**src/rtl/watch_edit_sequencer.sv**
```systemverilog
// Edit-mode sequencer for the watch datapath: field select, up/down edit pulses with
// hold-to-repeat, per-field blink mask and inactivity timeout.
module watch_edit_sequencer #(
    parameter int HOLD_CYC    = 50_000_000,
    parameter int REPEAT_CYC  = 10_000_000,
    parameter int TIMEOUT_CYC = 1_000_000_000,
    parameter int BLINK_CYC   = 25_000_000
) (
    input  logic       clk,
    input  logic       reset,
    input  logic       i_edit,
    input  logic       i_watch_select,
    input  logic       i_up,
    input  logic       i_down,
    input  logic       i_left,
    input  logic       i_right,
    output logic [1:0] o_edit_msec,
    output logic [1:0] o_edit_sec,
    output logic [1:0] o_edit_min,
    output logic [1:0] o_edit_hour,
    output logic [1:0] o_field,
    output logic       o_edit_active,
    output logic [3:0] o_blank,
    output logic       o_timeout
);

    localparam int HW = (HOLD_CYC > 1) ? $clog2(HOLD_CYC) : 1;
    localparam int RW = (REPEAT_CYC > 1) ? $clog2(REPEAT_CYC) : 1;
    localparam int TW = (TIMEOUT_CYC > 1) ? $clog2(TIMEOUT_CYC) : 1;
    localparam int BW = (BLINK_CYC > 1) ? $clog2(BLINK_CYC) : 1;

    localparam logic [HW-1:0] HOLD_LAST = HW'(HOLD_CYC - 1);
    localparam logic [RW-1:0] REP_LAST  = RW'(REPEAT_CYC - 1);
    localparam logic [TW-1:0] TO_LAST   = TW'(TIMEOUT_CYC - 1);
    localparam logic [BW-1:0] BL_LAST   = BW'(BLINK_CYC - 1);

    localparam logic [1:0] CODE_NONE = 2'b00;
    localparam logic [1:0] CODE_INC  = 2'b01;
    localparam logic [1:0] CODE_DEC  = 2'b11;

    typedef enum logic [2:0] {
        S_IDLE,
        S_WAIT,
        S_PRESS,
        S_REPEAT,
        S_LOCK
    } state_t;

    state_t        state, state_nxt;
    logic          up_q, down_q, left_q, right_q;
    logic          up_rise, down_rise, left_rise, right_rise, any_rise;
    logic          dir_q, dir_nxt;
    logic          block_q, block_nxt;
    logic          held;
    logic [HW-1:0] hold_cnt, hold_nxt;
    logic [RW-1:0] rep_cnt, rep_nxt;
    logic [TW-1:0] to_cnt, to_nxt, to_inc;
    logic [BW-1:0] blink_cnt, blink_nxt;
    logic          phase_q, phase_nxt;
    logic          blink_restart;
    logic [1:0]    field_nxt;
    logic [1:0]    code_nxt;
    logic          timeout_nxt;
    logic          active_nxt;

    assign up_rise    = i_up & ~up_q;
    assign down_rise  = i_down & ~down_q;
    assign left_rise  = i_left & ~left_q;
    assign right_rise = i_right & ~right_q;
    assign any_rise   = up_rise | down_rise | left_rise | right_rise;
    assign held       = dir_q ? i_down : i_up;
    assign to_inc     = (to_cnt == TO_LAST) ? to_cnt : to_cnt + TW'(1);

    // Next-state, edit pulse, timeout and counter control.
    always_comb begin
        state_nxt     = state;
        field_nxt     = o_field;
        code_nxt      = CODE_NONE;
        timeout_nxt   = 1'b0;
        dir_nxt       = dir_q;
        block_nxt     = block_q & (i_up | i_down);
        hold_nxt      = hold_cnt;
        rep_nxt       = rep_cnt;
        to_nxt        = to_cnt;
        blink_restart = 1'b0;

        case (state)
            S_IDLE: begin
                to_nxt        = '0;
                blink_restart = 1'b1;
                if (i_edit && !i_watch_select) begin
                    state_nxt = S_WAIT;
                    field_nxt = 2'd1;
                end
            end
            S_LOCK: begin
                to_nxt = '0;
                if (!i_edit)
                    state_nxt = S_IDLE;
            end
            default: begin
                to_nxt = (any_rise || i_up || i_down) ? '0 : to_inc;
                if (!i_edit || i_watch_select) begin
                    state_nxt = S_IDLE;
                end else if (to_nxt == TO_LAST) begin
                    state_nxt   = S_LOCK;
                    timeout_nxt = 1'b1;
                end else if (state == S_WAIT) begin
                    // A pending both-buttons block suppresses every new edge until both are low.
                    if (!block_q) begin
                        if (up_rise && !i_down) begin
                            code_nxt      = CODE_INC;
                            dir_nxt       = 1'b0;
                            hold_nxt      = '0;
                            state_nxt     = S_PRESS;
                            blink_restart = 1'b1;
                        end else if (down_rise && !i_up) begin
                            code_nxt      = CODE_DEC;
                            dir_nxt       = 1'b1;
                            hold_nxt      = '0;
                            state_nxt     = S_PRESS;
                            blink_restart = 1'b1;
                        end else if (!up_rise && !down_rise) begin
                            if (left_rise && !right_rise) begin
                                field_nxt     = o_field + 2'd1;
                                blink_restart = 1'b1;
                            end else if (right_rise && !left_rise) begin
                                field_nxt     = o_field - 2'd1;
                                blink_restart = 1'b1;
                            end
                        end
                    end
                end else begin
                    if (i_up && i_down) begin
                        state_nxt = S_WAIT;
                        block_nxt = 1'b1;
                    end else if (!held) begin
                        state_nxt = S_WAIT;
                    end else if (state == S_PRESS) begin
                        if (hold_cnt == HOLD_LAST) begin
                            code_nxt      = dir_q ? CODE_DEC : CODE_INC;
                            rep_nxt       = '0;
                            state_nxt     = S_REPEAT;
                            blink_restart = 1'b1;
                        end else begin
                            hold_nxt = hold_cnt + HW'(1);
                        end
                    end else begin
                        if (rep_cnt == REP_LAST) begin
                            code_nxt      = dir_q ? CODE_DEC : CODE_INC;
                            rep_nxt       = '0;
                            blink_restart = 1'b1;
                        end else begin
                            rep_nxt = rep_cnt + RW'(1);
                        end
                    end
                end
            end
        endcase

        active_nxt = (state_nxt == S_WAIT) || (state_nxt == S_PRESS) || (state_nxt == S_REPEAT);

        blink_nxt = blink_cnt;
        phase_nxt = phase_q;
        if (blink_restart || !active_nxt) begin
            blink_nxt = '0;
            phase_nxt = 1'b0;
        end else if (blink_cnt == BL_LAST) begin
            blink_nxt = '0;
            phase_nxt = ~phase_q;
        end else begin
            blink_nxt = blink_cnt + BW'(1);
        end
    end

    // State, counters, button history and registered outputs.
    always_ff @(posedge clk or posedge reset) begin
        if (reset) begin
            state         <= S_IDLE;
            up_q          <= 1'b0;
            down_q        <= 1'b0;
            left_q        <= 1'b0;
            right_q       <= 1'b0;
            dir_q         <= 1'b0;
            block_q       <= 1'b0;
            hold_cnt      <= '0;
            rep_cnt       <= '0;
            to_cnt        <= '0;
            blink_cnt     <= '0;
            phase_q       <= 1'b0;
            o_edit_msec   <= CODE_NONE;
            o_edit_sec    <= CODE_NONE;
            o_edit_min    <= CODE_NONE;
            o_edit_hour   <= CODE_NONE;
            o_field       <= 2'd1;
            o_edit_active <= 1'b0;
            o_blank       <= 4'b0000;
            o_timeout     <= 1'b0;
        end else begin
            state         <= state_nxt;
            up_q          <= i_up;
            down_q        <= i_down;
            left_q        <= i_left;
            right_q       <= i_right;
            dir_q         <= dir_nxt;
            block_q       <= block_nxt;
            hold_cnt      <= hold_nxt;
            rep_cnt       <= rep_nxt;
            to_cnt        <= to_nxt;
            blink_cnt     <= blink_nxt;
            phase_q       <= phase_nxt;
            o_edit_msec   <= (o_field == 2'd0) ? code_nxt : CODE_NONE;
            o_edit_sec    <= (o_field == 2'd1) ? code_nxt : CODE_NONE;
            o_edit_min    <= (o_field == 2'd2) ? code_nxt : CODE_NONE;
            o_edit_hour   <= (o_field == 2'd3) ? code_nxt : CODE_NONE;
            o_field       <= field_nxt;
            o_edit_active <= active_nxt;
            o_blank       <= phase_nxt ? (4'b0001 << field_nxt) : 4'b0000;
            o_timeout     <= timeout_nxt;
        end
    end

endmodule

```
**config.mk**
```make
export PLATFORM = sky130hd
export DESIGN_NAME = watch_edit_sequencer
export DESIGN_NICKNAME = d
export VERILOG_FILES = /design/src/rtl/watch_edit_sequencer.sv
export SDC_FILE = /design/constraint.sdc
export NUM_CORES = 1
export LEC_CHECK = 0
export ABC_AREA = 1
export BUFFER_PORTS_ARGS = -buffer_cell sky130_fd_sc_hd__buf_2
export CORE_MARGIN = 2
export CORE_UTILIZATION = 40
export CTS_BUF_LIST = sky130_fd_sc_hd__clkbuf_4 sky130_fd_sc_hd__clkbuf_8 sky130_fd_sc_hd__clkbuf_16
export CTS_CLUSTER_SIZE = 25
export DETAILED_ROUTE_END_ITERATION = 8
export GPL_TIMING_DRIVEN = 0
export PLACE_DENSITY = 0.54
export SYNTH_ARGS = -nofsm -noshare
export SYNTH_HDL_FRONTEND = slang
export SYNTH_SLANG_ARGS = --single-unit
```
**constraint.sdc**
```tcl
create_clock -name clk -period 5.7 [get_ports clk]
set_clock_uncertainty 0.2 [all_clocks]
set_input_delay 0.855 -clock clk [delete_from_list [all_inputs] [get_ports clk]]
set_output_delay 0.855 -clock clk [all_outputs]
set_load 0.05 [all_outputs]
```
==> impl_metrics.py, run 1 <==
metrics = {
    "synth": {
        "synthTopCellsByCount": "nand2_1 (316), nor2_1 (199), inv_1 (146)",
        "post-synth-top-count-cell": "nand2_1",
        "synth_top_flop_cell": "dfrtp_1",
        "synth.lib_cells_used.distinct": 48,
        "synth_nets": 1202,
        "yosysSeqAreaShare": 0.3964,
        "postSynthRegisterBits": 131,
        "async_reset_ff_frac": 1.000,
        "yosys.area.top_type": "dfrtp_1",
        "count_of_warnings_emitted_by_yosys": 0,
        "synth.avg_cell_area_um2": 6.987,
        "synthDominantCellAreaShare": 0.3932,
        "synth_enable_flop_cells": 0,
        "yosys-top-cells-area": "dfrtp_1 (39%), nand2_1 (14%), nor2_1 (9.0%)",
        "post_synth_design_cell_area_mm2": 0.008273,
        "syn-instance-count": 1184,
    },
    "power": {
        "pwr_density_cell_mw_per_mm2": 256.0,
        "vdd_drop_max_mv": 0.1804,
        "p_leak_nw": 4.227,
    },
    "placed_design": {
        "place.gp.congestion": 0.9274,
        "dp_hpwl_um": 16040,
        "placedCellCount": 1478,
        "numPortBuffers": 23,
    },
    "sta": {
        "hold_violations": 0,
        "worst_max_slew_pin_slew_ns": 0.7672,
        "grt_setup_unrepaired": "false",
        "setup_violations": 0,
        "final_critical_period_ns": 3.555,
        "fin_worst_hold_slack_ns": 0.3058,
        "timing.slew.headroom": 0.4866,
        "fin_crit_sh": 0.6238,
        "timing.setup.tns_ns": 0,
        "top_achievable_clock_speed_mhz": 281.3,
        "final-max-slew-violation-count": 0,
    },
    "die": {
        "ios": 24,
        "core_area_mm2": 0.02023,
        "initial_core_util": 0.4089,
        "floorplan.die.width_um": 147.8,
        "die-area_mm2": 0.02185,
        "floorplan.die.height_um": 147.8,
        "num_rows": 52,
    },
    "grt": {
        "grt_start_max_net_pins": 71,
        "grt_first_pass_wirelength_um": 36250,
        "grtUsageTotal": 0.2070,
        "vias_in_the_first_global_route": 7309,
        "grt_remaining_overflow": 0,
        "antenna_violations_before_repair": 0,
    },
    "flow_run": {
        "max_cap_viol_count": 0,
    },
    "setup_path": {
        "crit_start": "hold_cnt[0]",
        "worst_ep_arrival_time_ns": 3.65,
        "crit-reg2reg-launch": "hold_cnt[0]",
        "worst_r2r_path_depth": 13,
        "worst-endpoint-required_ns": 5.79,
        "crit_path_start_kind": "flip-flop",
        "critical_path_class": "reg -> reg",
        "r2r_setup_slack_ns": 2.14,
        "largest_driver_fanout_on_the_critical_path": 10,
        "crit_path_end_kind": "flip-flop",
    },
    "cts": {
        "cts_root_buf": "clkbuf_16",
        "numClockSinks": 131,
        "post_cts_hold_buffer_count": 0,
        "cts_tree": "built",
        "path_clk_slew_ns": 0.06,
        "cts-resized-gates": 0,
        "clk_path_buf_depth": 2,
        "cts_setup_buffers": 0,
        "worstSkewPairLatency_ns": 0.42,
        "cts_inserted_buffers": 17,
        "cts.htree.levels": 4,
    },
    "final_layout": {
        "final.fill_count": 2043,
        "nNetsFinal": 1245,
        "antennaDiodeCount": 0,
        "layout_area_growth_over_synthesis_pct": 13.42,
        "post_route_cells_drive_above_1_share": 0.1056,
        "finish.cell_count_without_fillers": 1510,
    },
    "routing": {
        "detail_route.drc_violations": 0,
        "detailroute.via_count": 7534,
        "vias_per_cell": 4.989,
        "wire_per_inst_um": 14.23,
        "routed_wirelength_um": 21480,
        "route.antenna.remaining_nets": 0,
        "drt_pre_antenna_iters": 5,
        "detail_route.iter0.violations": 487,
    },
    "min_path": {
        "timing.hold.worst.start": "rep_cnt[4]",
        "holdPathStages": 1,
        "worstHoldPathType": "reg -> reg",
    },
    "outcome": {
        "outcome": "complete, no violations",
    },
}
==> cells by family after synthesis <==
family / after synthesis / share of synthesized area
adders and majority gates: 10 / 0.01512
muxes: 1 / 0.001361
buffers and inverters: 171 / 0.08787
xor gates and xnor gates: 41 / 0.04341
and+or+nand+nor: 748 / 0.3984
DFF: 131 / 0.3964
AOI/OAI and AO/OA: 82 / 0.05747
==> power breakdown <==
part / switching [W] / internal (W) / total, W
clock network: 0.000446 / 0.000719 / 0.00117
logic: 0.000150 / 0.0000723 / 0.000223
registers: 0.0000428 / 0.000972 / 0.00101
==> stage by stage <==
| stage | utilization | instance area, um^2 | total power, W | setup WS, ns |
|---|---|---|---|---|
| after floorplan | - | 8273 | 0.001190 | 1.149 |
| after global placement | 0.4312 | 8726 | 0.001250 | -0.6307 |
| after detailed placement | 0.4328 | 8758 | 0.001255 | 1.934 |
| after CTS | 0.4637 | 9383 | 0.002437 | 2.119 |
| after global routing | 0.4637 | 9383 | 0.002519 | 1.737 |
| final | 0.4637 | 9383 | 0.002402 | 2.145 |
==> placed cells by master, fill, tap and decap left out, drive strengths merged <==
cell type	n
nor4	12
clkinvlp	2
inv	154
o41ai	1
o211ai	1
o22ai	2
nand2	323
nand3	98
nor4b	1
clkbuf	26
or2	6
o2111ai	1
nor3	31
o32ai	1
buf	38
a31o	1
a21oi	32
clkinv	4
o21bai	1
mux2	1
o21ai	34
nor3b	2
and3	2
a31oi	1
nand3b	8
a211oi	2
xor2	29
o21a	3
o31ai	1
nor2	229
dfstp	1
bufinv	3
dfrtp	130
nand4	36
ha	10
a32oi	1
xnor2	12
==> flip-flops by register name, indices dropped and copies added, names as in the netlist, 2 cells and up <==
register,flops
hold_cnt,26
state,3
blink_cnt,25
o_blank,4
o_edit_hour,2
o_edit_sec,2
rep_cnt,24
o_field,2
o_edit_msec,2
to_cnt,30
o_edit_min,2
==> critical path, stage by stage (launching register included) <==
cell	delay (ns)
dfrtp_1	0.45
ha_1	0.30
nand2_1	0.12
nor2_1	0.42
nand4_1	0.14
nor2_1	0.14
nand4_1	0.17
nand2_1	0.13
nand3_1	0.15
nor2_1	0.63
inv_1	0.11
clkbuf_1	0.26
o21ai_0	0.14
a21oi_1	0.06
==> per-layer routing <==
| layer | vias up | track usage | wire length (um) |
|---|---|---|---|
| met5 | - | 0 | 0 |
| met3 | 26 | 0.03519 | 915 |
| met4 | 0 | 0.06095 | 385 |
| met2 | 165 | 0.3393 | 9922 |
| li1 | 3869 | - | - |
| met1 | 3474 | 0.2826 | 10260 |
==> cell type report <==
type	count	area (um^2)	share of cell area
Timing Repair Buffer	24	142.6	0.01520
Clock buffer	19	452.9	0.04827
Clock inverter	13	171.4	0.01827
Inverter	150	568.0	0.06054
Tap cell	270	337.8	0.03600
Multi-Input combinational cell	882	4267	0.4547
Buffer	21	163.9	0.01747
Sequential cell	131	3279	0.3495
==> worst paths after layout <==
path                                to
setup / recovery           rep_cnt[12]
hold / removal              rep_cnt[4]
setup reg to reg           rep_cnt[12]
hold reg to reg             rep_cnt[4]
max in group asynchronous   o_field[0]
min in group asynchronous  rep_cnt[12]
Power figures use the tool's default switching activity.
==> inputs of run 2 (changes only) <==
- ABC_AREA: 1 -> 0
- clock period: 5.7 -> 3.3 ns (I/O delays scaled with it)
==> run 2 against run 1 <==
Against the previous run:
- the flow now finishes with violations (negative setup slack)
- sequential share of layout area is 2.5 points higher
- count of clock-buffer cells in the layout is 9 higher
- clock power is 53% higher
- worst setup slack worse by 2.2 ns
- critical path depth stayed put
- combinational power is 16% lower
- first-iteration DRC count is 17% lower
- routed wire length is 14% lower
- utilization is 4.4 points higher
- largest power group unchanged
- power is 51% higher
==> impl_metrics.py, run 2 <==
metrics = {
    "outcome": {
        "outcome": "finished with violations",
        "failed_checks": "negative setup slack",
    },
    "routing": {
        "wire_per_inst_um": 16.77,
        "vias_per_cell": 5.574,
        "route.antenna.remaining_nets": 0,
        "detailroute.via_count": 6143,
        "detail_route.drc_violations": 0,
        "routed_wirelength_um": 18480,
        "detail_route.iter0.violations": 404,
        "drt_pre_antenna_iters": 6,
    },
    "sta": {
        "fin_worst_hold_slack_ns": 0.04406,
        "grt_setup_unrepaired": "true",
        "setup_violations": 3,
        "worst_slack_ns": -0.03479,
        "final_critical_period_ns": 3.335,
        "final-max-slew-violation-count": 0,
        "fin_crit_sh": 1.011,
        "worst_max_slew_pin_slew_ns": 0.8655,
        "hold_violations": 0,
        "top_achievable_clock_speed_mhz": 299.9,
        "timing.setup.tns_ns": -0.07462,
        "timing.slew.headroom": 0.4218,
    },
    "setup_path": {
        "critical_path_class": "reg -> reg",
        "crit_path_start_kind": "flip-flop",
        "worst-endpoint-required_ns": 3.46,
        "critical-path-top-delay-family": "simple AND/OR/NAND/NOR gates",
        "crit_path_end_kind": "flip-flop",
        "critical_path_buf_inv_count": 4,
        "critical-path-max-stage-delay_ns": 0.43,
        "worst_ep_arrival_time_ns": 3.50,
        "largest_driver_fanout_on_the_critical_path": 8,
        "cell_by_cell_trace_of_the_critical_path": "buf_2, nand4_1, buf_4, nor3_2, and3_1, nor3_1, or4_4, nor4_4, buf_6, a21oi_4, mux2_4, clkinv_4, and4_4",
        "critPathSlowestCell": "or4_4",
    },
    "cts": {
        "numClockSinks": 131,
        "cts_tree": "built",
        "cts.htree.levels": 4,
        "cts_inserted_buffers": 17,
        "path_clk_slew_ns": 0.06,
        "worstSkewPairLatency_ns": 0.43,
        "clk_path_buf_depth": 2,
        "cts_root_buf": "clkbuf_16",
    },
    "final_layout": {
        "post_route_cells_drive_above_1_share": 0.2109,
        "register_area_mm2": 0.003287,
        "top_regs": "to_cnt (30), hold_cnt (26), blink_cnt (25)",
        "layout_commonest_cell": "dfrtp_1",
        "largest_register": "to_cnt",
        "multi_input_area_mm2": 0.003933,
        "layout_area_growth_over_synthesis_pct": 24.02,
        "antennaDiodeCount": 0,
        "finish.utilization": 0.5076,
        "flip_flop_count_of_the_largest_register_all_copies_and_words_added": 30,
        "final.fill_count": 1587,
        "nNetsFinal": 882,
        "layout.cells.most_common_list": "dfrtp_1 (124), nor2_1 (104), o21ai_0 (70)",
        "stdcell_area_mm2": 0.008780,
    },
    "die": {
        "core_area_mm2": 0.01730,
        "ios": 24,
        "die-area_mm2": 0.01878,
        "initial_core_util": 0.4093,
        "floorplan.die.width_um": 137.0,
        "floorplan.die.height_um": 137.0,
        "num_rows": 48,
    },
    "synth": {
        "syn-instance-count": 782,
        "postSynthRegisterBits": 131,
        "yosys.area.top_type": "dfrtp_1",
        "synth_nets": 800,
        "post-synth-top-count-cell": "dfrtp_1",
        "synth.lib_cells_used.distinct": 71,
        "synthTopCellsByCount": "dfrtp_1 (130), nor2_1 (108), o21ai_0 (72)",
        "synth_enable_flop_cells": 0,
        "yosys-top-cells-area": "dfrtp_1 (46%), nor2_1 (5.7%), o21ai_0 (5.1%)",
        "async_reset_ff_frac": 1.000,
        "synthDominantCellAreaShare": 0.4595,
        "synth_top_flop_cell": "dfrtp_1",
        "synth.avg_cell_area_um2": 9.053,
        "yosysSeqAreaShare": 0.4632,
        "count_of_warnings_emitted_by_yosys": 0,
        "post_synth_design_cell_area_mm2": 0.007079,
    },
    "placed_design": {
        "place.gp.congestion": 0.8664,
        "dp_hpwl_um": 12320,
        "place_area_mm2": 0.007569,
        "numPortBuffers": 23,
    },
    "grt": {
        "grtUsageTotal": 0.2055,
        "grt_remaining_overflow": 0,
        "vias_in_the_first_global_route": 6083,
        "grt_first_pass_wirelength_um": 30500,
        "grt_start_max_net_pins": 39,
        "antenna_violations_before_repair": 0,
    },
    "power": {
        "p_leak_nw": 3.675,
        "vdd_drop_max_mv": 0.3596,
        "total_power_w": 0.003623,
        "pwr_density_cell_mw_per_mm2": 412.6,
    },
    "flow_run": {
        "max_cap_viol_count": 0,
    },
    "min_path": {
        "worstHoldPathType": "in -> async",
    },
}
[run 2: cell types whose count changed after synthesis, moves of 10 or more]
cell	previous run	this run
nor2_2	29	0
nand3_1	93	40
o21ai_0	27	72
and3_1	2	28
a21oi_1	32	21
nand2_1	316	62
nor2_1	199	108
inv_1	146	24
nand4_1	36	26
clkbuf_1	7	21
and2_1	0	12
[run 2: layout make-up]
| cell class | count | share of cell area |
|---|---|---|
| multi-input cells | 598 | 0.4479 |
| flip-flops and latches | 131 | 0.3744 |
| clock buffers | 28 | 0.06142 |
| repair buffers | 65 | 0.05544 |
| well taps | 225 | 0.03206 |
| plain buffers | 26 | 0.01454 |
| inverters | 25 | 0.01169 |
| clock inverters | 4 | 0.002565 |
[run 2: per-stage QoR]
stage / instances / setup WS, ns
after global routing: 1102 / -0.1570
final: 1102 / -0.03479
after detailed placement: 1033 / -1.005
after global placement: 1030 / -1.035
after CTS: 1089 / -0.1270
after floorplan: 782 / 0.005589
[run 2: power breakdown]
part	total [W]	internal, W	switching, W
clock network	0.00179	0.00111	0.000684
logic	0.000188	0.0000605	0.000127
registers	0.00165	0.00163	0.0000188
total	0.00362	0.00279	0.000830
[run 2: logic make-up after synthesis]
| group | share of synthesized area |
|---|---|
| AND/OR/NAND/NOR | 0.2925 |
| AO/OA/AOI/OAI | 0.1255 |
| flip-flops | 0.4632 |
| buffers and inverters | 0.03270 |
| XOR/XNOR | 0.06310 |
| adder cells (fa/ha/maj) | 0.01767 |
| multiplexers | 0.005301 |
[run 2: worst paths after layout]
path	from	end	slack (ns)	cells past startpoint
max in group asynchronous	reset	o_field[0]	1.95	4
worst max register to register	to_cnt[5]	o_blank[3]	-0.03	13
min in group clk	i_down	down_q	0.09	1
worst min register to register	blink_cnt[0]	blink_cnt[0]	0.28	1
worst min-delay path	reset	hold_cnt[4]	0.04	2
worst max-delay path	to_cnt[5]	o_blank[3]	-0.03	13
[run 2: routing by layer]
metal  routed length, um  track usage  vias to the layer above
met5                   0            0                        -
met3                 666      0.04148                       21
li1                    -            -                     2955
met4                 280      0.06243                        0
met2                8654       0.3217                      137
met1                8876       0.2871                     3030
[run 2: timing repair]
action | in CTS | in global routing
gates resized for setup | 25 | 58
hold endpoints to repair | 3 | 0
setup endpoints to repair | 83 | 64
gates cloned | 0 | 1
setup buffers | 21 | 15
hold buffers | 3 | 0
pin swaps | 10 | 21
==> inputs of run 3 (changes only) <==
- RECOVER_POWER: unset -> 50
==> run 3 against run 2 <==
Against the previous run:
- the run ends with max-capacitance violations, max-slew violations, negative setup slack left
- critical path depth unchanged
- sequential power is essentially flat
- via count decreased by 0.23%
- clock power barely moved
- first-iteration DRC count grew 8.7%
- global-route usage is the same
- power down 0.19%
- routed wire length hardly changed
- largest cell class unchanged
- largest power group unchanged
==> impl_metrics.py, run 3 (same netlist as run 2, synthesis figures left out) <==
metrics = {
    "outcome": {
        "outcome": "finished with violations",
        "failed_checks": "max-capacitance violations, max-slew violations, negative setup slack",
    },
    "setup_path": {
        "crit_path_end_kind": "flip-flop",
        "critical_path_class": "reg -> reg",
        "crit-reg2reg-launch": "to_cnt[5]",
        "cell_by_cell_trace_of_the_critical_path": "buf_2, nand4_1, buf_4, nor3_2, and3_1, nor3_1, or4_4, nor4_4, buf_6, a21oi_4, mux2_4, clkinv_4, and4_4",
        "worst_ep_arrival_time_ns": 3.49,
        "critical_path.reg2reg.endpoint": "o_blank[3]",
        "r2r_setup_slack_ns": -0.03,
        "worst_r2r_path_depth": 13,
        "crit_start": "to_cnt[5]",
        "worst-endpoint-required_ns": 3.46,
        "endpoint": "o_blank[3]",
        "critical-path-max-stage-delay_ns": 0.43,
        "crit_path_start_kind": "flip-flop",
        "largest_driver_fanout_on_the_critical_path": 8,
        "critPathSlowestCell": "or4_4",
    },
    "die": {
        "initial_core_util": 0.4093,
        "floorplan.die.width_um": 137.0,
        "num_rows": 48,
        "floorplan.die.height_um": 137.0,
        "die-area_mm2": 0.01878,
        "core_area_mm2": 0.01730,
        "ios": 24,
    },
    "cts": {
        "cts_tree": "built",
        "worstSkewPairLatency_ns": 0.42,
        "cts_root_buf": "clkbuf_16",
        "path_clk_slew_ns": 0.06,
        "numClockSinks": 131,
        "clk_path_buf_depth": 2,
        "cts.htree.levels": 4,
        "cts_inserted_buffers": 17,
    },
    "placed_design": {
        "placedCellCount": 1033,
        "numPortBuffers": 23,
        "dp_hpwl_um": 12320,
        "place.gp.congestion": 0.8664,
    },
    "sta": {
        "top_achievable_clock_speed_mhz": 300.1,
        "fin_crit_sh": 1.010,
        "setup_violations": 3,
        "worst_max_slew_pin_slew_ns": 1.632,
        "worst_slack_ns": -0.03217,
        "hold_violations": 0,
        "final-max-slew-violation-count": 65,
        "timing.slew.headroom": -0.09390,
        "final_critical_period_ns": 3.332,
        "grt_setup_unrepaired": "true",
    },
    "routing": {
        "detailroute.via_count": 6129,
        "drt_pre_antenna_iters": 5,
        "vias_per_cell": 5.562,
        "route.antenna.remaining_nets": 0,
        "wire_per_inst_um": 16.77,
        "routed_wirelength_um": 18480,
        "detail_route.iter0.violations": 439,
        "detail_route.drc_violations": 0,
    },
    "final_layout": {
        "layout.cells.most_common_list": "dfrtp_1 (124), nor2_1 (104), o21ai_0 (70)",
        "finish.cell_count_without_fillers": 1102,
        "largest_register": "to_cnt",
        "top_regs": "to_cnt (30), hold_cnt (26), blink_cnt (25)",
        "post_route_cells_drive_above_1_share": 0.2075,
        "flip_flop_count_of_the_largest_register_all_copies_and_words_added": 30,
        "finish.utilization": 0.5055,
        "antennaDiodeCount": 0,
        "layout_commonest_cell": "dfrtp_1",
        "layout_area_growth_over_synthesis_pct": 23.51,
        "nNetsFinal": 882,
    },
    "power": {
        "p_leak_nw": 3.656,
        "vdd_drop_max_mv": 0.3562,
        "pwr_density_cell_mw_per_mm2": 413.5,
    },
    "min_path": {
        "worstHoldPathType": "in -> reg",
        "holdPathStages": 3,
    },
    "grt": {
        "antenna_violations_before_repair": 0,
        "grt_start_max_net_pins": 39,
        "grtUsageTotal": 0.2055,
        "grt_remaining_overflow": 0,
        "grt_first_pass_wirelength_um": 30500,
        "vias_in_the_first_global_route": 6083,
    },
    "flow_run": {
        "max_cap_viol_count": 2,
    },
}
-- run 3: cell type report --
cell class | count | area [um^2]
buffer | 26 | 127.6
clock buffer | 28 | 539.3
clock inverter | 4 | 22.52
fill | 1594 | 8553
inverter | 25 | 100.1
multi-input combinational | 598 | 3933
sequential | 131 | 3287
tap | 225 | 281.5
timing repair buffer | 65 | 452.9
-- run 3: what timing repair did --
item                                    4_1_cts  5_1_grt
hold endpoints to repair                      3        0
gates resized for setup                      25       58
setup buffers                                21       15
hold buffers                                  3        0
gates cloned                                  0        1
endpoints found under the setup margin       83       64
pin swaps                                    10       21
-- run 3: metrics by stage --
stage | setup TNS [ns] | setup WS [ns] | area (um^2) | hold WS, ns | power (W)
2_1_floorplan | 0 | 0.005589 | 7112 | 0.2419 | 0.001785
3_3_place_gp | -40.22 | -1.035 | 7508 | 0.2737 | 0.001833
3_5_place_dp | -43.19 | -1.005 | 7569 | 0.2752 | 0.001846
4_1_cts | -0.5992 | -0.1270 | 8436 | 0.06721 | 0.003650
5_1_grt | -1.426 | -0.1570 | 8743 | 0.1801 | 0.003763
6_report | -0.06753 | -0.03217 | 8743 | 0.1821 | 0.003616
-- run 3: worst min-delay path by stage --
stage | start | end | slack (ns)
after floorplan | hold_cnt[25] | hold_cnt[25] | 0.24
after global placement | hold_cnt[25] | hold_cnt[25] | 0.27
after detailed placement | blink_cnt[0] | blink_cnt[0] | 0.28
after CTS | reset | hold_cnt[7] | 0.07
after global routing | i_edit | state[2] | 0.18
final | i_edit | state[2] | 0.18
-- run 3: layer usage --
metal / GRT usage / up-vias / share of wire
li1: - / 2956 / -
met1: 0.2871 / 3024 / 0.48
met2: 0.3217 / 128 / 0.47
met3: 0.04148 / 21 / 0.034
met4: 0.06243 / 0 / 0.015
met5: 0 / - / 0
-- run 3: power by group --
part | leakage (nW) | total, W | internal (W) | switching (W)
registers | 1.80 | 0.00165 | 0.00163 | 0.0000188
clock network | 0.285 | 0.00179 | 0.00111 | 0.000682
logic | 1.57 | 0.000182 | 0.0000558 | 0.000126
-- run 3: critical path: cells and delay by family, from the launching register on --
kind / cells / cell delay (ns)
multiplexers: 1 / 0.34
flip-flops: 1 / 0.32
buffers and inverters: 4 / 0.66
AND/OR/NAND/NOR: 7 / 1.68
AO/OA/AOI/OAI: 1 / 0.06
